<file path="config.mk">
export PLATFORM = sky130hd
export DESIGN_NAME = uart_ctrl
export DESIGN_NICKNAME = d
export VERILOG_FILES = /design/src/rtl/uart_pkg.sv /design/src/rtl/uart_rx_fifo.sv /design/src/rtl/uart_ctrl.sv
export SDC_FILE = /design/constraint.sdc
export NUM_CORES = 1
export LEC_CHECK = 0
export BUFFER_PORTS_ARGS = -buffer_cell sky130_fd_sc_hd__buf_2
export CAP_MARGIN = 10
export CORE_MARGIN = 1.5
export CORE_UTILIZATION = 57
export DETAILED_ROUTE_END_ITERATION = 10
export HOLD_SLACK_MARGIN = 0.05
export PLACE_DENSITY = 0.8
export SETUP_SLACK_MARGIN = 0.15
export SYNTH_ARGS = -nofsm -noshare
export SYNTH_HDL_FRONTEND = slang
export SYNTH_SLANG_ARGS = --single-unit
</file>
<file path="constraint.sdc">
create_clock -name clk -period 6.76 [get_ports clk]
set_input_delay 1.69 -clock clk [delete_from_list [all_inputs] [get_ports clk]]
set_output_delay 1.69 -clock clk [all_outputs]
set_load 0.01 [all_outputs]
</file>
<file path="src/rtl/uart_pkg.sv">
// Shared constants and types for the UART controller: register map, LSR layout
// and the state encoding common to the receive and transmit sequencers.
package uart_pkg;

  localparam logic [2:0] ADDR_DATA = 3'd0;
  localparam logic [2:0] ADDR_LSR  = 3'd5;

  localparam int LSR_RX_AVAIL  = 0;
  localparam int LSR_OVERRUN   = 1;
  localparam int LSR_FRAME_ERR = 3;
  localparam int LSR_TX_IDLE   = 5;

  typedef enum logic [1:0] {
    ST_IDLE  = 2'd0,
    ST_START = 2'd1,
    ST_DATA  = 2'd2,
    ST_STOP  = 2'd3
  } uart_state_e;

  function automatic logic [7:0] lsr_pack(input logic rx_avail, input logic overrun,
                                          input logic frame_err, input logic tx_idle);
    logic [7:0] v;
    v                = 8'h00;
    v[LSR_RX_AVAIL]  = rx_avail;
    v[LSR_OVERRUN]   = overrun;
    v[LSR_FRAME_ERR] = frame_err;
    v[LSR_TX_IDLE]   = tx_idle;
    return v;
  endfunction

endpackage

</file>
<file path="src/rtl/uart_rx_fifo.sv">
// Receive byte FIFO. Pointers carry one extra MSB so full and empty are distinct;
// a push into a full FIFO is accepted only when a pop frees the slot in the same cycle.
module uart_rx_fifo
  import uart_pkg::*;
#(
  parameter int DEPTH = 4
) (
  input  logic       clk,
  input  logic       rst,
  input  logic       push,
  input  logic [7:0] push_data,
  input  logic       pop,
  output logic       full,
  output logic       empty,
  output logic [7:0] head
);

  localparam int AW = $clog2(DEPTH);

  logic [7:0]  mem_r [DEPTH];
  logic [AW:0] wr_ptr_r;
  logic [AW:0] rd_ptr_r;
  logic        do_push_s;
  logic        do_pop_s;

  // Occupancy flags, accepted transfers and head-of-queue data
  always_comb begin
    empty     = (wr_ptr_r == rd_ptr_r);
    full      = (wr_ptr_r[AW] != rd_ptr_r[AW]) && (wr_ptr_r[AW-1:0] == rd_ptr_r[AW-1:0]);
    do_pop_s  = pop & ~empty;
    do_push_s = push & (~full | do_pop_s);
    head      = mem_r[rd_ptr_r[AW-1:0]];
  end

  // Pointer update
  always_ff @(posedge clk) begin
    if (rst) begin
      wr_ptr_r <= '0;
      rd_ptr_r <= '0;
    end else begin
      if (do_push_s) wr_ptr_r <= wr_ptr_r + {{AW{1'b0}}, 1'b1};
      if (do_pop_s)  rd_ptr_r <= rd_ptr_r + {{AW{1'b0}}, 1'b1};
    end
  end

  // Storage write; contents are don't-care until pushed
  always_ff @(posedge clk) begin
    if (do_push_s) mem_r[wr_ptr_r[AW-1:0]] <= push_data;
  end

endmodule

</file>
<file path="src/rtl/uart_ctrl.sv">
// 8N1 UART with a two-register bus interface (DATA, LSR), a synchronized receiver
// feeding a small FIFO, and an unbuffered transmitter.
module uart_ctrl
  import uart_pkg::*;
#(
  parameter int CLK_FREQ = 100_000_000,
  parameter int BAUD     = 115200,
  parameter int RX_DEPTH = 4
) (
  input  logic       clk,
  input  logic       rst,
  input  logic       rxd,
  output logic       txd,
  input  logic       req,
  input  logic       we,
  input  logic [2:0] addr,
  input  logic [7:0] wdata,
  output logic [7:0] rdata,
  output logic       ack
);

  localparam int DIV = CLK_FREQ / BAUD;
  localparam int CW  = $clog2(DIV + 1);
  localparam logic [CW-1:0] DIV_LAST  = CW'(DIV - 1);
  localparam logic [CW-1:0] HALF_LAST = CW'(DIV / 2 - 1);
  localparam logic [CW-1:0] CNT_ONE   = CW'(1);

  logic        rxd_meta_r, rxd_sync_r, rxd_prev_r;
  uart_state_e rx_state_r;
  logic [CW-1:0] rx_cnt_r;
  logic [2:0]  rx_bit_r;
  logic [7:0]  rx_shift_r;
  logic        rx_push_r, rx_ferr_r, rx_brk_r;

  uart_state_e tx_state_r;
  logic [CW-1:0] tx_cnt_r;
  logic [2:0]  tx_bit_r;
  logic [7:0]  tx_shift_r;
  logic        txd_r;

  logic        ack_r;
  logic [7:0]  rdata_r;
  logic        overrun_r, frame_err_r;

  logic        fifo_full_s, fifo_empty_s, fifo_pop_s;
  logic [7:0]  fifo_head_s;
  logic        rd_data_s, rd_lsr_s, wr_data_s;

  assign txd   = txd_r;
  assign ack   = ack_r;
  assign rdata = rdata_r;

  // Bus access decode; a DATA read pops on the same edge that raises ack
  always_comb begin
    rd_data_s  = req & ~we & (addr == ADDR_DATA);
    rd_lsr_s   = req & ~we & (addr == ADDR_LSR);
    wr_data_s  = req & we & (addr == ADDR_DATA);
    fifo_pop_s = rd_data_s & ~fifo_empty_s;
  end

  // Two-flop synchronizer plus one delayed copy for falling-edge detection
  always_ff @(posedge clk) begin
    if (rst) begin
      rxd_meta_r <= 1'b1;
      rxd_sync_r <= 1'b1;
      rxd_prev_r <= 1'b1;
    end else begin
      rxd_meta_r <= rxd;
      rxd_sync_r <= rxd_meta_r;
      rxd_prev_r <= rxd_sync_r;
    end
  end

  // Receive sequencer; after a bad stop bit it parks in STOP until the line is high
  always_ff @(posedge clk) begin
    if (rst) begin
      rx_state_r <= ST_IDLE;
      rx_cnt_r   <= '0;
      rx_bit_r   <= 3'd0;
      rx_shift_r <= 8'h00;
      rx_push_r  <= 1'b0;
      rx_ferr_r  <= 1'b0;
      rx_brk_r   <= 1'b0;
    end else begin
      rx_push_r <= 1'b0;
      rx_ferr_r <= 1'b0;
      case (rx_state_r)
        ST_IDLE: begin
          rx_cnt_r <= '0;
          if (rxd_prev_r & ~rxd_sync_r) rx_state_r <= ST_START;
        end
        ST_START: begin
          if (rx_cnt_r == HALF_LAST) begin
            rx_cnt_r   <= '0;
            rx_bit_r   <= 3'd0;
            rx_state_r <= rxd_sync_r ? ST_IDLE : ST_DATA;
          end else begin
            rx_cnt_r <= rx_cnt_r + CNT_ONE;
          end
        end
        ST_DATA: begin
          if (rx_cnt_r == DIV_LAST) begin
            rx_cnt_r   <= '0;
            rx_shift_r <= {rxd_sync_r, rx_shift_r[7:1]};
            if (rx_bit_r == 3'd7) rx_state_r <= ST_STOP;
            else                  rx_bit_r   <= rx_bit_r + 3'd1;
          end else begin
            rx_cnt_r <= rx_cnt_r + CNT_ONE;
          end
        end
        ST_STOP: begin
          if (rx_brk_r) begin
            if (rxd_sync_r) begin
              rx_brk_r   <= 1'b0;
              rx_state_r <= ST_IDLE;
            end
          end else if (rx_cnt_r == DIV_LAST) begin
            rx_cnt_r <= '0;
            if (rxd_sync_r) begin
              rx_push_r  <= 1'b1;
              rx_state_r <= ST_IDLE;
            end else begin
              rx_ferr_r <= 1'b1;
              rx_brk_r  <= 1'b1;
            end
          end else begin
            rx_cnt_r <= rx_cnt_r + CNT_ONE;
          end
        end
        default: rx_state_r <= ST_IDLE;
      endcase
    end
  end

  // Transmit sequencer; txd is driven straight from this register
  always_ff @(posedge clk) begin
    if (rst) begin
      tx_state_r <= ST_IDLE;
      tx_cnt_r   <= '0;
      tx_bit_r   <= 3'd0;
      tx_shift_r <= 8'h00;
      txd_r      <= 1'b1;
    end else begin
      case (tx_state_r)
        ST_IDLE: begin
          tx_cnt_r <= '0;
          if (wr_data_s) begin
            tx_shift_r <= wdata;
            txd_r      <= 1'b0;
            tx_state_r <= ST_START;
          end
        end
        ST_START: begin
          if (tx_cnt_r == DIV_LAST) begin
            tx_cnt_r   <= '0;
            tx_bit_r   <= 3'd0;
            txd_r      <= tx_shift_r[0];
            tx_state_r <= ST_DATA;
          end else begin
            tx_cnt_r <= tx_cnt_r + CNT_ONE;
          end
        end
        ST_DATA: begin
          if (tx_cnt_r == DIV_LAST) begin
            tx_cnt_r <= '0;
            if (tx_bit_r == 3'd7) begin
              txd_r      <= 1'b1;
              tx_state_r <= ST_STOP;
            end else begin
              tx_bit_r   <= tx_bit_r + 3'd1;
              tx_shift_r <= {1'b0, tx_shift_r[7:1]};
              txd_r      <= tx_shift_r[1];
            end
          end else begin
            tx_cnt_r <= tx_cnt_r + CNT_ONE;
          end
        end
        ST_STOP: begin
          if (tx_cnt_r == DIV_LAST) begin
            tx_cnt_r   <= '0;
            tx_state_r <= ST_IDLE;
          end else begin
            tx_cnt_r <= tx_cnt_r + CNT_ONE;
          end
        end
        default: tx_state_r <= ST_IDLE;
      endcase
    end
  end

  // Sticky error flags; a new event in the same cycle as an LSR read survives the clear
  always_ff @(posedge clk) begin
    if (rst) begin
      overrun_r   <= 1'b0;
      frame_err_r <= 1'b0;
    end else begin
      overrun_r   <= (overrun_r & ~rd_lsr_s) | (rx_push_r & fifo_full_s & ~fifo_pop_s);
      frame_err_r <= (frame_err_r & ~rd_lsr_s) | rx_ferr_r;
    end
  end

  // Bus response: ack one cycle after req, rdata updated only on reads
  always_ff @(posedge clk) begin
    if (rst) begin
      ack_r   <= 1'b0;
      rdata_r <= 8'h00;
    end else begin
      ack_r <= req;
      if (req & ~we) begin
        case (addr)
          ADDR_DATA: rdata_r <= fifo_empty_s ? 8'h00 : fifo_head_s;
          ADDR_LSR:  rdata_r <= lsr_pack(~fifo_empty_s, overrun_r, frame_err_r,
                                         tx_state_r == ST_IDLE);
          default:   rdata_r <= 8'h00;
        endcase
      end
    end
  end

  uart_rx_fifo #(.DEPTH(RX_DEPTH)) u_rx_fifo (
    .clk       (clk),
    .rst       (rst),
    .push      (rx_push_r),
    .push_data (rx_shift_r),
    .pop       (fifo_pop_s),
    .full      (fifo_full_s),
    .empty     (fifo_empty_s),
    .head      (fifo_head_s)
  );

endmodule
</file>
Yosys cells after proc, flatten, opt, wreduce, memory -nomap -nowiden

Memories as Yosys holds them, arrays and structs flattened. A register that Yosys moved wholly into a read port is not among the register bits.
Cells that the tools add are included.

Input port bits: 16
Logic and storage cells: 146
Flip-flop bits (word level): 70
Memories kept: 1
Memory bits (writable): 32

Memory list:

| name            | words | bits a word | rd ports | clocked after Yosys merged registers in | wr ports | line               | RTL |
|---|---|---|---|---|---|---|---|
| u_rx_fifo.mem_r | 4     | 8           | 1        | 1                                       | 1        | uart_rx_fifo.sv:20 | `logic [7:0] mem_r [DEPTH];` |

Multiplexer cells: 48
Bitwise logic cells: 24
Reductions and logical operators: 18
Add/subtract/negate cells: 6
Eq/ne operators: 28

Operators with widths:

| kind                                            | number |
|---|---|
| two-way mux 10 bit                              | 4 |
| one-hot mux 10 bit (4 select lines)             | 1 |
| two-way mux 8 bit                               | 4 |
| one-hot mux 8 bit (2 select lines)              | 2 |
| two-way mux 2 bit                               | 15 |
| != test 2 bit (second input constant)           | 12 |
| adder 10 x 1 -> 10 bit (second input constant)  | 2 |
| == test 10 bit (second input constant)          | 2 |
| one-hot mux 10 bit (2 select lines)             | 1 |
| two-way mux 3 bit                               | 6 |
| one-hot mux 2 bit (4 select lines)              | 2 |
| AND reduction 4 bit                             | 4 |
| AND 1 bit                                       | 13 |
| adder 3 x 1 -> 3 bit (second input constant)    | 4 |
| one-hot mux 3 bit (2 select lines)              | 2 |
| == test 10 x 9 -> 1 bit (second input constant) | 1 |
| two-way mux 1 bit                               | 10 |
| AND reduction 5 bit                             | 2 |
| == test 3 bit (second input constant)           | 3 |
| == test 2 bit (second input constant)           | 4 |
| inverter 1 bit                                  | 8 |
| nonzero test 2 bit                              | 3 |
| OR reduction 3 bit                              | 2 |
| == test 2 x 1 -> 1 bit (second input constant)  | 2 |
| 12 further kinds                                | 15 |

Longest topological paths before layout

Gate-level depths: netlist of run 1.

Depth after elaboration: 9
Depth in mapped cells: 8
Mapped depth without buffers: 6

Cells and area by module

From an unflattened synthesis of run 1, not the netlist that was laid out.

Cell total of the unflattened synthesis: 435
Area total of the unflattened synthesis: 4693.3 sq um

Modules (own cells, without submodules):

| module       | seq. area each (sq um) | area each (sq um) | cells an instance | times used |
|---|---|---|---|---|
| uart_ctrl    | 1281.2                 | 2994.1            | 338               | 1 |
| uart_rx_fifo | 1121.1                 | 1699.1            | 97                | 1 |

Least setup slack after synthesis of run 1

OpenSTA, ideal clock, no wires.

Path kind: in2reg
Start: in addr[2]
End: mem u_rx_fifo.mem_r[3][0] (enable)
Data required time: 6.428 ns
Path buffers: 0
Cell stages on the path: 4
Arrival: 2.992 ns
Slack: 3.437 ns
Cell sequence: or3_1 > or2_2 > a21boi_1 > and2_1

Longest elaborated chain between the ends: 8

RTL lines:

| item                                    | line               | RTL |
|---|---|---|
| start, declared                         | uart_ctrl.sv:16    | `input logic [2:0] addr,` |
| logical NOT 3 bit                       | uart_ctrl.sv:55    | `rd_data_s = req & ~we & (addr == ADDR_DATA);` |
| AND 1 bit                               | uart_ctrl.sv:55    |  |
| AND 1 bit                               | uart_ctrl.sv:58    | `fifo_pop_s = rd_data_s & ~fifo_empty_s;` |
| AND 1 bit                               | uart_rx_fifo.sv:30 | `do_pop_s = pop & ~empty;` |
| OR 1 bit                                | uart_rx_fifo.sv:31 | `do_push_s = push & (~full \| do_pop_s);` |
| AND 1 bit                               | uart_rx_fifo.sv:31 |  |
| two-way mux 1 bit                       | uart_rx_fifo.sv:48 | `if (do_push_s) mem_r[wr_ptr_r[AW-1:0]] <= push_data;` |
| two-way mux 1 bit (not written as such) | uart_rx_fifo.sv:48 |  |
| end, declared                           | uart_rx_fifo.sv:20 |  |

No other way between the ends.

==> reports/metrics.cfg, run 1 <==
[timing]
clock_skew_ns=0.01754
rsz0062_at_grt=no
relSlewSlack_pct=33.17
maxClockFrequency_mhz=285.8
fin_ws_ns=3.261
setup_viol=0
fin_crit_ns=3.499
hold_viol=0
fin_setup_tns_ns=0
drv_slew=0
worstMarginPinSlew_ns=1.002
fin_crit_sh_pct=51.75

[finish]
register_area_um2=2402
antenna_cells=0
final.fill_count=615
drive_above_1_share_pct=15.09
fin_util_pct=64.36
areaGrowthSynthToFinish_pct=8.190
final_net_count=491
multi_input_area_um2=2077
finalInstanceArea_um2=5025

[placement]
port_buffers=25
hpwl_um=5847
dp_slack_ns=2.833
placed_area_um2=4815
place_congestion=0.8140

[power]
leakagePower_nw=1.722
ir_drop_uv=128.3
p_per_area_nw_per_um2=256.4
power_mw=1.289

[synth]
netlist.area_leader.share_pct=31.03
synth_largest_area_cell=dfxtp_1
avgSynthCellArea_um2=10.44
synth_edf_count=32
yosysSeqAreaShare_pct=51.72
synthArstFlopShare_pct=0
ys.warnings.count=0
yosysUniqueCellTypes=62
synth-seq-cells=104
syn-num-nets=477
netlist_area_um2=4644
ys_top_cells_by_area=dfxtp_1 (31%), edfxtp_1 (21%), ha_1 (4.3%)
synthCells=445
synth_ff_type=dfxtp_1

[routing]
drtIter0Drc=145
drc=0
wire_per_inst_um=14.74
vias=3268
ant_nets=0
drt-pass1-iter-count=4
wirelength_um=8345
vias_per_cell=5.774

[worst_setup_path]
crit_slowest_cell=buf_2
cp_cell_sequence=buf_2 > clkinv_1 > o221ai_1 > nor2_1
critPathMaxFanout=52
worstSetupStartpointType=input pin
endpoint_kind=register
required_ns=7.01
setup.worst_path.class=input pin to register
slowest_delay_ns=0.74
crit_buf_inv=2
worstPathArrival_ns=3.75
crit_family=buffers and inverters

[job]
cap_violations=0

[global_route]
gr-total-overflow=0
grt_pass1_vias=2973
antenna_found_initial=0
grt_pass1_wl_um=13870
grt_max_degree=53
grt_use_total_pct=20.09

[clocking]
cts_buffers=9
cts_tree=yes
htree_levels=3
cts_setup_buffers=0
clkSinkCount=104
cts_root_buf=clkbuf_8
ctsHoldBuffers=0
clockBufferDepth=2
clk_latency_ns=0.38
cts_resized=0
clk_pin_slew_ns=0.10

[min_path]
hold_class=register to register

[die]
die_area_um2=8698
die_w_um=93.27
std_cell_rows=32
initial_core_util_pct=59.49
die_height_um=93.27
core_area_um2=7807
io_pins=26

[outcome]
status=complete, no violations

## worst paths after layout
path / from / endpoint / slack (ns) / cells after the start
max reg2reg: tx_state_r[0] / tx_shift_r[5] / 4.23 / 6
min reg2reg: rxd_meta_r / rxd_sync_r / 0.42 / 1
min: rxd_meta_r / rxd_sync_r / 0.42 / 1
max: rst / rx_cnt_r[7] / 3.26 / 4
## report_power, final
part | internal [mW] | total [mW] | leakage (nW) | switching, mW
registers | 0.672 | 0.693 | 0.879 | 0.0202
logic | 0.0820 | 0.208 | 0.746 | 0.126
clock network | 0.148 | 0.388 | 0.0978 | 0.240
total | 0.902 | 1.29 | 1.72 | 0.386
## synthesized netlist by cell type (2+ instances only)
cell type,count
dfxtp_1,72
nor2_1,46
nand2_1,35
edfxtp_1,32
nand3_1,26
a21oi_1,23
inv_1,19
clkbuf_1,17
ha_1,16
xnor2_1,13
a211oi_1,9
mux2i_1,8
mux4_2,8
a211oi_2,7
nand2b_1,7
nand4_1,7
or2_2,7
nor3_1,6
a22oi_1,5
and2_1,5
and3_1,5
nor2b_1,5
or3_1,5
xor2_1,5
o21ai_0,4
a222oi_1,3
buf_1,3
buf_2,3
nor4_1,3
a311oi_1,2
a31oi_1,2
a32o_1,2
a32oi_1,2
mux2_2,2
nand3b_1,2
nand4b_1,2
o21a_1,2
## sequential cells by signal, indices dropped and copies added, names as in the netlist, 2 cells and up, named ones only
register            count
tx_shift_r              8
u_rx_fifo.mem_r        32
rdata                   8
tx_state_r              2
rx_cnt_r               10
u_rx_fifo.wr_ptr_r      3
rx_shift_r              8
tx_cnt_r               10
tx_bit_r                3
u_rx_fifo.rd_ptr_r      3
rx_bit_r                3
## per-layer routing
layer	vias up	routed length [um]	track usage, %
li1	1645	-	-
met1	1551	3966	27.23
met2	62	3981	31.76
met3	10	293	4.228
met4	0	103	7.323
met5	-	0	0
## layout make-up
cell class	instances	area share, %
clock buffer	9	2.465
clock inverter	7	1.718
inverter	20	1.494
multi-input combinational	298	41.33
sequential	104	47.81
tap	102	2.540
timing repair buffer	26	2.639
## through the flow
| step | hold slack [ns] | instances |
|---|---|---|
| after floorplan | 0.3895 | 445 |
| after global placement | 0.3939 | 550 |
| after detailed placement | 0.3923 | 550 |
| after CTS | 0.4177 | 566 |
| after global routing | 0.4461 | 566 |
| final | 0.4180 | 566 |
## logic make-up after synthesis
kind of cell	share of synthesized area (%)
flops	51.72
buf+inv	3.556
mux	6.088
fa+ha+maj	4.310
simple gates	18.00
xor+xnor	3.394
compound gates	12.93
## placed cells by master (no fill, tap or decap), types with 8 or more instances in the layout
cell type,instances
nor2_1,46
nand2_1,35
edfxtp_1,32
dfxtp_1,72
mux4_2,8
buf_2,25
mux2i_1,8
inv_1,19
a21oi_1,23
a211oi_1,9
nand3_1,26
xnor2_1,13
clkbuf_8,9
ha_1,16
Power figures use the tool's default switching activity.
==> run 2: changes to the inputs <==
Settings changed: ABC_AREA from default to 1, CORE_UTILIZATION 57 to 55, PLACE_DENSITY 0.8 to 0.81.
Clock period 6.76 ns to 2.8 ns, I/O delays scaled along.
==> reports/metrics.cfg, run 2 <==
[outcome]
status=complete, no violations  ; unchanged

[timing]
hold_viol=0  ; unchanged
setup_viol=0  ; unchanged
clock_skew_ns=0.01346  ; was 0.01754 ns
maxClockFrequency_mhz=489.4
fin_crit_ns=2.044
drv_slew=0  ; unchanged
fin_setup_tns_ns=0  ; unchanged
worstMarginPinSlew_ns=0.6437  ; was 1.002 ns
rsz0062_at_grt=no  ; unchanged
fin_crit_sh_pct=72.98
relSlewSlack_pct=56.93  ; was 33.17%

[job]
cap_violations=0  ; unchanged

[worst_setup_path]
critical_path.startpoint=tx_state_r[0]  ; was rst
endpoint_kind=register  ; unchanged
setup.worst_path.class=register to register  ; was input pin to register
worstSetupStartpointType=register  ; was input pin
regToRegSetupSlack_ns=0.76  ; was 4.23 ns
cp_cell_sequence=inv_1 > ha_1 > inv_2 > or2_1 > o21ai_1 > nand3_1 > o21ai_0 > a21oi_1  ; was buf_2 > clkinv_1 > o221ai_1 > nor2_1
worstPathArrival_ns=2.30  ; was 3.75 ns
critPathMaxFanout=14  ; was 52
required_ns=3.05  ; was 7.01 ns
crit_slowest_cell=ha_1  ; was buf_2
critPathCapture=tx_bit_r[2]  ; was rx_cnt_r[7]
r2r-start=tx_state_r[0]  ; unchanged
slowest_delay_ns=0.53  ; was 0.74 ns
r2r_end=tx_bit_r[2]  ; was tx_shift_r[5]
r2r.worst_path.cells=8  ; was 6

[routing]
drtIter0Drc=188  ; was 145
drt-pass1-iter-count=5  ; was 4
wire_per_inst_um=12.60  ; was 14.74 um
vias=3763  ; was 3268
drc=0  ; unchanged
vias_per_cell=5.270  ; was 5.774
ant_nets=0  ; unchanged
wirelength_um=8997  ; was 8345 um

[synth]
netlist_area_um2=4873  ; was 4644 um2
netlist.area_leader.share_pct=29.58  ; was 31.03%
avgSynthCellArea_um2=8.490  ; was 10.44 um2
synthArstFlopShare_pct=0  ; unchanged
synth_edf_count=32  ; unchanged
yosysSeqAreaShare_pct=49.29  ; was 51.72%
synthCells=574  ; was 445
ys.warnings.count=0  ; unchanged
synth-seq-cells=104  ; unchanged
synth_largest_area_cell=dfxtp_1  ; unchanged
synth_ff_type=dfxtp_1  ; unchanged
yosysMostFrequentCell=nand2_1  ; was dfxtp_1
syn-num-nets=606  ; was 477
ys_top_cells_by_area=dfxtp_1 (30%), edfxtp_1 (20%), nand2_1 (7.9%)  ; was dfxtp_1 (31%), edfxtp_1 (21%), ha_1 (4.3%)
synth_common_cells=nand2_1 (103), dfxtp_1 (72), nor2_1 (68)  ; was dfxtp_1 (72), nor2_1 (46), nand2_1 (35)
yosysUniqueCellTypes=41  ; was 62

[die]
die_area_um2=9434  ; was 8698 um2
std_cell_rows=34  ; was 32
io_pins=26  ; unchanged
die_w_um=97.13  ; was 93.27 um
die_height_um=97.13  ; was 93.27 um
initial_core_util_pct=56.43  ; was 59.49%
core_area_um2=8636  ; was 7807 um2

[placement]
hpwl_um=6726  ; was 5847 um
port_buffers=25  ; unchanged
placed_area_um2=5090  ; was 4815 um2
place_congestion=0.9158  ; was 0.8140

[power]
p_per_area_nw_per_um2=568.9  ; was 256.4 nW/um2
ir_drop_uv=275.9  ; was 128.3 uV
p_int_mw=2.138  ; was 902.5 uW
pwr-share-seq_pct=55.3  ; was 53.8%
pwr-share-clk_pct=29.0  ; was 30.1%
leakagePower_nw=2.323  ; was 1.722 nW
switching_share_pct=28.78  ; was 29.96%
pwr-share-comb_pct=15.7  ; was 16.2%
switchingPower_uw=864.0  ; was 386.1 uW

[global_route]
gr-total-overflow=0  ; unchanged
grt_pass1_vias=3612  ; was 2973
grt_pass1_wl_um=15640  ; was 13870 um
antenna_found_initial=0  ; unchanged
grt_use_total_pct=20.20  ; was 20.09%
grt_max_degree=25  ; was 53

[clocking]
cts_root_buf=clkbuf_8  ; unchanged
ctsHoldBuffers=0  ; unchanged
htree_levels=3  ; unchanged
cts_resized=0  ; unchanged
cts_setup_buffers=0  ; unchanged
clk_latency_ns=0.36  ; was 0.38 ns
clockBufferDepth=2  ; unchanged
clkSinkCount=104  ; unchanged
cts_tree=yes  ; unchanged
clk_pin_slew_ns=0.10  ; about the same
cts_buffers=9  ; unchanged

[finish]
final_net_count=633  ; was 491
antenna_cells=0  ; unchanged
largest_reg_flops=32  ; unchanged
drive_above_1_share_pct=18.98  ; was 15.09%
final_cell_mix=nand2_1 (103), dfxtp_1 (72), nor2_1 (68)  ; was dfxtp_1 (72), nor2_1 (46), nand2_1 (35)
layout_commonest_cell=nand2_1  ; was dfxtp_1
areaGrowthSynthToFinish_pct=8.293  ; was 8.190%
finalInstanceArea_um2=5278  ; was 5025 um2

[min_path]
hold_class=register to register  ; unchanged

-- run 2: changes by cell type in the layout (fill, tap and decap cells not counted), moves of 8 or more --
cell,change
a211oi_1,-8
a21oi_1,+10
a21oi_2,+8
inv_1,+39
inv_2,+11
mux2i_1,-8
mux4_2,-8
nand2_1,+68
nand2_2,+18
nor2_1,+22
o21ai_0,+29
xnor2_1,-12
-- run 2: per-layer routing --
metal  GRT usage [%]  up-vias  share of wire (%)
met4           6.020        0               0.70
met1           25.35     1751                 46
met2           34.59       73                 49
li1                -     1931                  -
met5               0        -                  0
met3           4.892        8                4.4
-- run 2: layout make-up --
type / count / area [um2]
fill: 711 / 3358
timing repair buffer: 27 / 140.1
tap: 108 / 135.1
clock inverter: 6 / 50.05
clock buffer: 10 / 137.6
sequential: 104 / 2402
multi-input combinational: 388 / 2133
inverter: 71 / 279.0
-- run 2: stage by stage --
step	hold WS, ns	total power, mW	instances	util [%]	setup slack, ns
3_3_place_gp	0.4047	2.143	698	58.94	0.5698
5_1_grt	0.4635	3.169	714	61.11	0.5218
3_5_place_dp	0.4083	2.166	698	58.94	0.5006
6_report	0.4290	3.002	714	61.11	0.7565
4_1_cts	0.4308	3.028	714	61.11	0.7343
2_1_floorplan	0.3895	2.062	574	-	0.8694
-- run 2: worst min-delay path by stage --
stage	start	endpoint	slack, ns	cells after the start
final	rxd_meta_r	rxd_sync_r	0.43	1
after global placement	rxd_meta_r	rxd_sync_r	0.40	1
after CTS	rxd_meta_r	rxd_sync_r	0.43	1
after detailed placement	rxd_meta_r	rxd_sync_r	0.41	1
after global routing	rxd_meta_r	rxd_sync_r	0.46	1
after floorplan	rxd_meta_r	rxd_sync_r	0.39	1
-- run 2: logic make-up (layout without fill, tap and decap cells) --
kind of cell | after synthesis | count (layout) | synth area share (%)
buffers and inverters | 82 | 114 | 6.932
DFF | 104 | 104 | 49.29
adders and majority gates | 16 | 16 | 4.108
and+or+nand+nor | 272 | 272 | 27.47
xor gates and xnor gates | 8 | 8 | 1.592
AOI/OAI and AO/OA | 92 | 92 | 10.60
-- run 2: power groups by stage --
stage / Sequential [mW] / Combinational [mW] / Clock, mW
after global routing: 1.67 / 0.544 / 0.956
after CTS: 1.66 / 0.473 / 0.894
after detailed placement: 1.69 / 0.471 / 0
final: 1.66 / 0.471 / 0.871
after floorplan: 1.69 / 0.373 / 0
after global placement: 1.69 / 0.452 / 0
-- run 2: critical path: cells and delay by family, from the launching register on --
family	cells	cell delay, ns
AO/OA/AOI/OAI	3	0.39
AND/OR/NAND/NOR	2	0.39
adder cells (fa/ha/maj)	1	0.53
buffers and inverters	2	0.29
flip-flops	1	0.35
==> run 3: changes to the inputs <==
Clock period 2.8 ns to 1.84 ns, I/O delays scaled along.
==> reports/metrics.cfg, run 3 (synthesis results as in run 2) <==
[outcome]
status=complete, no violations  ; unchanged

[clocking]
cts_root_buf=clkbuf_8  ; unchanged
ctsHoldBuffers=0  ; unchanged
cts_setup_buffers=0  ; unchanged
clockBufferDepth=2  ; unchanged
cts_buffers=9  ; unchanged
clk_latency_ns=0.37  ; was 0.36 ns
htree_levels=3  ; unchanged
cts_tree=yes  ; unchanged
clkSinkCount=104  ; unchanged
clk_pin_slew_ns=0.11  ; was 0.10 ns

[power]
ir_drop_uv=437.4  ; was 275.9 uV
p_int_mw=3.270  ; was 2.138 mW
pwr-share-clk_pct=29.1  ; was 29.0%
pwr-share-seq_pct=54.2  ; was 55.3%
p_per_area_nw_per_um2=866.2  ; was 568.9 nW/um2
switching_share_pct=30.04  ; was 28.78%
power_mw=4.675  ; was 3.002 mW
switchingPower_mw=1.404  ; was 864.0 uW
pwr-share-comb_pct=16.6  ; was 15.7%
leakagePower_nw=2.372  ; was 2.323 nW

[global_route]
grt_use_total_pct=21.24  ; was 20.20%
grt_pass1_wl_um=16340  ; was 15640 um
grt_pass1_vias=3704  ; was 3612
antenna_found_initial=0  ; unchanged
grt_max_degree=25  ; unchanged
gr-total-overflow=0  ; unchanged

[min_path]
hold_class=input pin to register  ; was register to register
min_to=rxd_meta_r  ; was rxd_sync_r
min-delay-start=rxd  ; was rxd_meta_r
hold_path_depth=2  ; was 1

[finish]
antenna_cells=0  ; unchanged
layout_commonest_cell=nand2_1  ; unchanged
drive_above_1_share_pct=21.88  ; was 18.98%
largest_reg_flops=32  ; unchanged
fin_cells=725  ; was 714
final_net_count=644  ; was 633
areaGrowthSynthToFinish_pct=10.73  ; was 8.293%
final_cell_mix=nand2_1 (103), dfxtp_1 (69), nor2_1 (68)  ; was nand2_1 (103), dfxtp_1 (72), nor2_1 (68)

[timing]
rsz0062_at_grt=yes  ; was no
fin_ws_ns=0.2138  ; was 0.7565 ns
fin_crit_sh_pct=88.38  ; was 72.98%
hold_ws_ns=0.2693  ; was 0.4290 ns
relSlewSlack_pct=74.67  ; was 56.93%
hold_viol=0  ; unchanged
clock_skew_ns=0.01372  ; was 0.01346 ns
setup_viol=0  ; unchanged
drv_slew=0  ; unchanged
maxClockFrequency_mhz=614.9  ; was 489.4 MHz
fin_setup_tns_ns=0  ; unchanged
fin_crit_ns=1.626  ; was 2.044 ns
worstMarginPinSlew_ns=0.3795  ; was 0.6437 ns

[die]
die_height_um=97.13  ; unchanged
std_cell_rows=34  ; unchanged
io_pins=26  ; unchanged
die_w_um=97.13  ; unchanged
die_area_um2=9434  ; unchanged
core_area_um2=8636  ; unchanged
initial_core_util_pct=56.43  ; unchanged

[worst_setup_path]
timing.critical_path.mode_cell=o21ai_2
r2r.worst_path.cells=7  ; was 8
crit_slowest_cell=dfxtp_1  ; was ha_1
endpoint_kind=register  ; unchanged
worstPathArrival_ns=1.89  ; was 2.30 ns
cp_cell_sequence=ha_1 > ha_2 > or2_1 > o21ai_2 > nand4_2 > o21ai_2 > a21oi_1  ; was inv_1 > ha_1 > inv_2 > or2_1 > o21ai_1 > nand3_1 > o21ai_0 > a21oi_1
regToRegSetupSlack_ns=0.21  ; was 0.76 ns
worstSetupStartpointType=register  ; unchanged
r2r-start=tx_bit_r[0]  ; was tx_state_r[0]
required_ns=2.10  ; was 3.05 ns
r2r_end=tx_bit_r[0]  ; was tx_bit_r[2]
slowest_delay_ns=0.34  ; was 0.53 ns
critPathMaxFanout=4  ; was 14
setup.worst_path.class=register to register  ; unchanged

[placement]
dpl.cell_count=709  ; was 698
port_buffers=25  ; unchanged
dp_slack_ns=0.06020  ; was 0.5006 ns
place_congestion=0.9217  ; was 0.9158
hpwl_um=6802  ; was 6726 um

[job]
cap_violations=0  ; unchanged

[routing]
drt-pass1-iter-count=4  ; was 5
drtIter0Drc=205  ; was 188
wire_per_inst_um=13.03  ; was 12.60 um
drc=0  ; unchanged
wirelength_um=9450  ; was 8997 um
vias=3753  ; was 3763
ant_nets=0  ; unchanged
vias_per_cell=5.177  ; was 5.270

[run 3: cell types whose count changed in the layout (fill, tap and decap cells not counted), sizes merged]
cell / before / now
inv: 73 / 74
clkbuf: 10 / 9
buf: 27 / 38
[run 3: power groups by stage]
stage          Combinational [mW]  Clock, mW  Sequential (mW)
6_report                    0.778       1.36             2.53
5_1_grt                     0.892       1.46             2.55
4_1_cts                     0.756       1.38             2.53
3_5_place_dp                0.747          0             2.58
3_3_place_gp                0.725          0             2.57
2_1_floorplan               0.568          0             2.57
[run 3: stage by stage]
| step | cell area (um2) | utilization (%) |
|---|---|---|
| after floorplan | 4873 | - |
| after global placement | 5172 | 59.90 |
| after detailed placement | 5172 | 59.90 |
| after CTS | 5363 | 62.10 |
| after global routing | 5396 | 62.49 |
| final | 5396 | 62.49 |
[run 3: worst max-delay path by stage]
stage,cells past startpoint,endpoint,from
floorplan,6,u_rx_fifo.mem_r[0][0],req
global placement,7,u_rx_fifo.mem_r[3][1],we
detailed placement,7,u_rx_fifo.mem_r[0][4],we
CTS,7,tx_bit_r[0],tx_bit_r[0]
global route,7,tx_bit_r[0],tx_bit_r[0]
finish,7,tx_bit_r[0],tx_bit_r[0]
[run 3: area by class of cell]
| class | instances | area (um2) |
|---|---|---|
| clock buffer | 9 | 123.9 |
| sequential | 104 | 2406 |
| tap | 108 | 135.1 |
| clock inverter | 7 | 63.81 |
| fill | 701 | 3239 |
| inverter | 71 | 279.0 |
| timing repair buffer | 38 | 222.7 |
| multi-input combinational | 388 | 2166 |
[run 3: metal layers]
layer	vias to the layer above	global-route usage [%]	wire [um]
met2	81	36.20	4606
met1	1706	26.47	4275
met5	-	0	0
met3	15	4.173	391
met4	0	8.584	176
li1	1951	-	-
[run 3: what timing repair did]
action / in CTS / in global routing
pin swaps: 0 / 2
endpoints found under the setup margin: 1 / 17
resized for setup: 1 / 10
hold endpoints to repair: 0 / 0
[run 3: worst max-delay path, delay by kind of cell (launching register included)]
family	cells	cell delay, ns
simple gates	2	0.45
fa+ha+maj	2	0.40
flops	1	0.34
compound gates	3	0.34
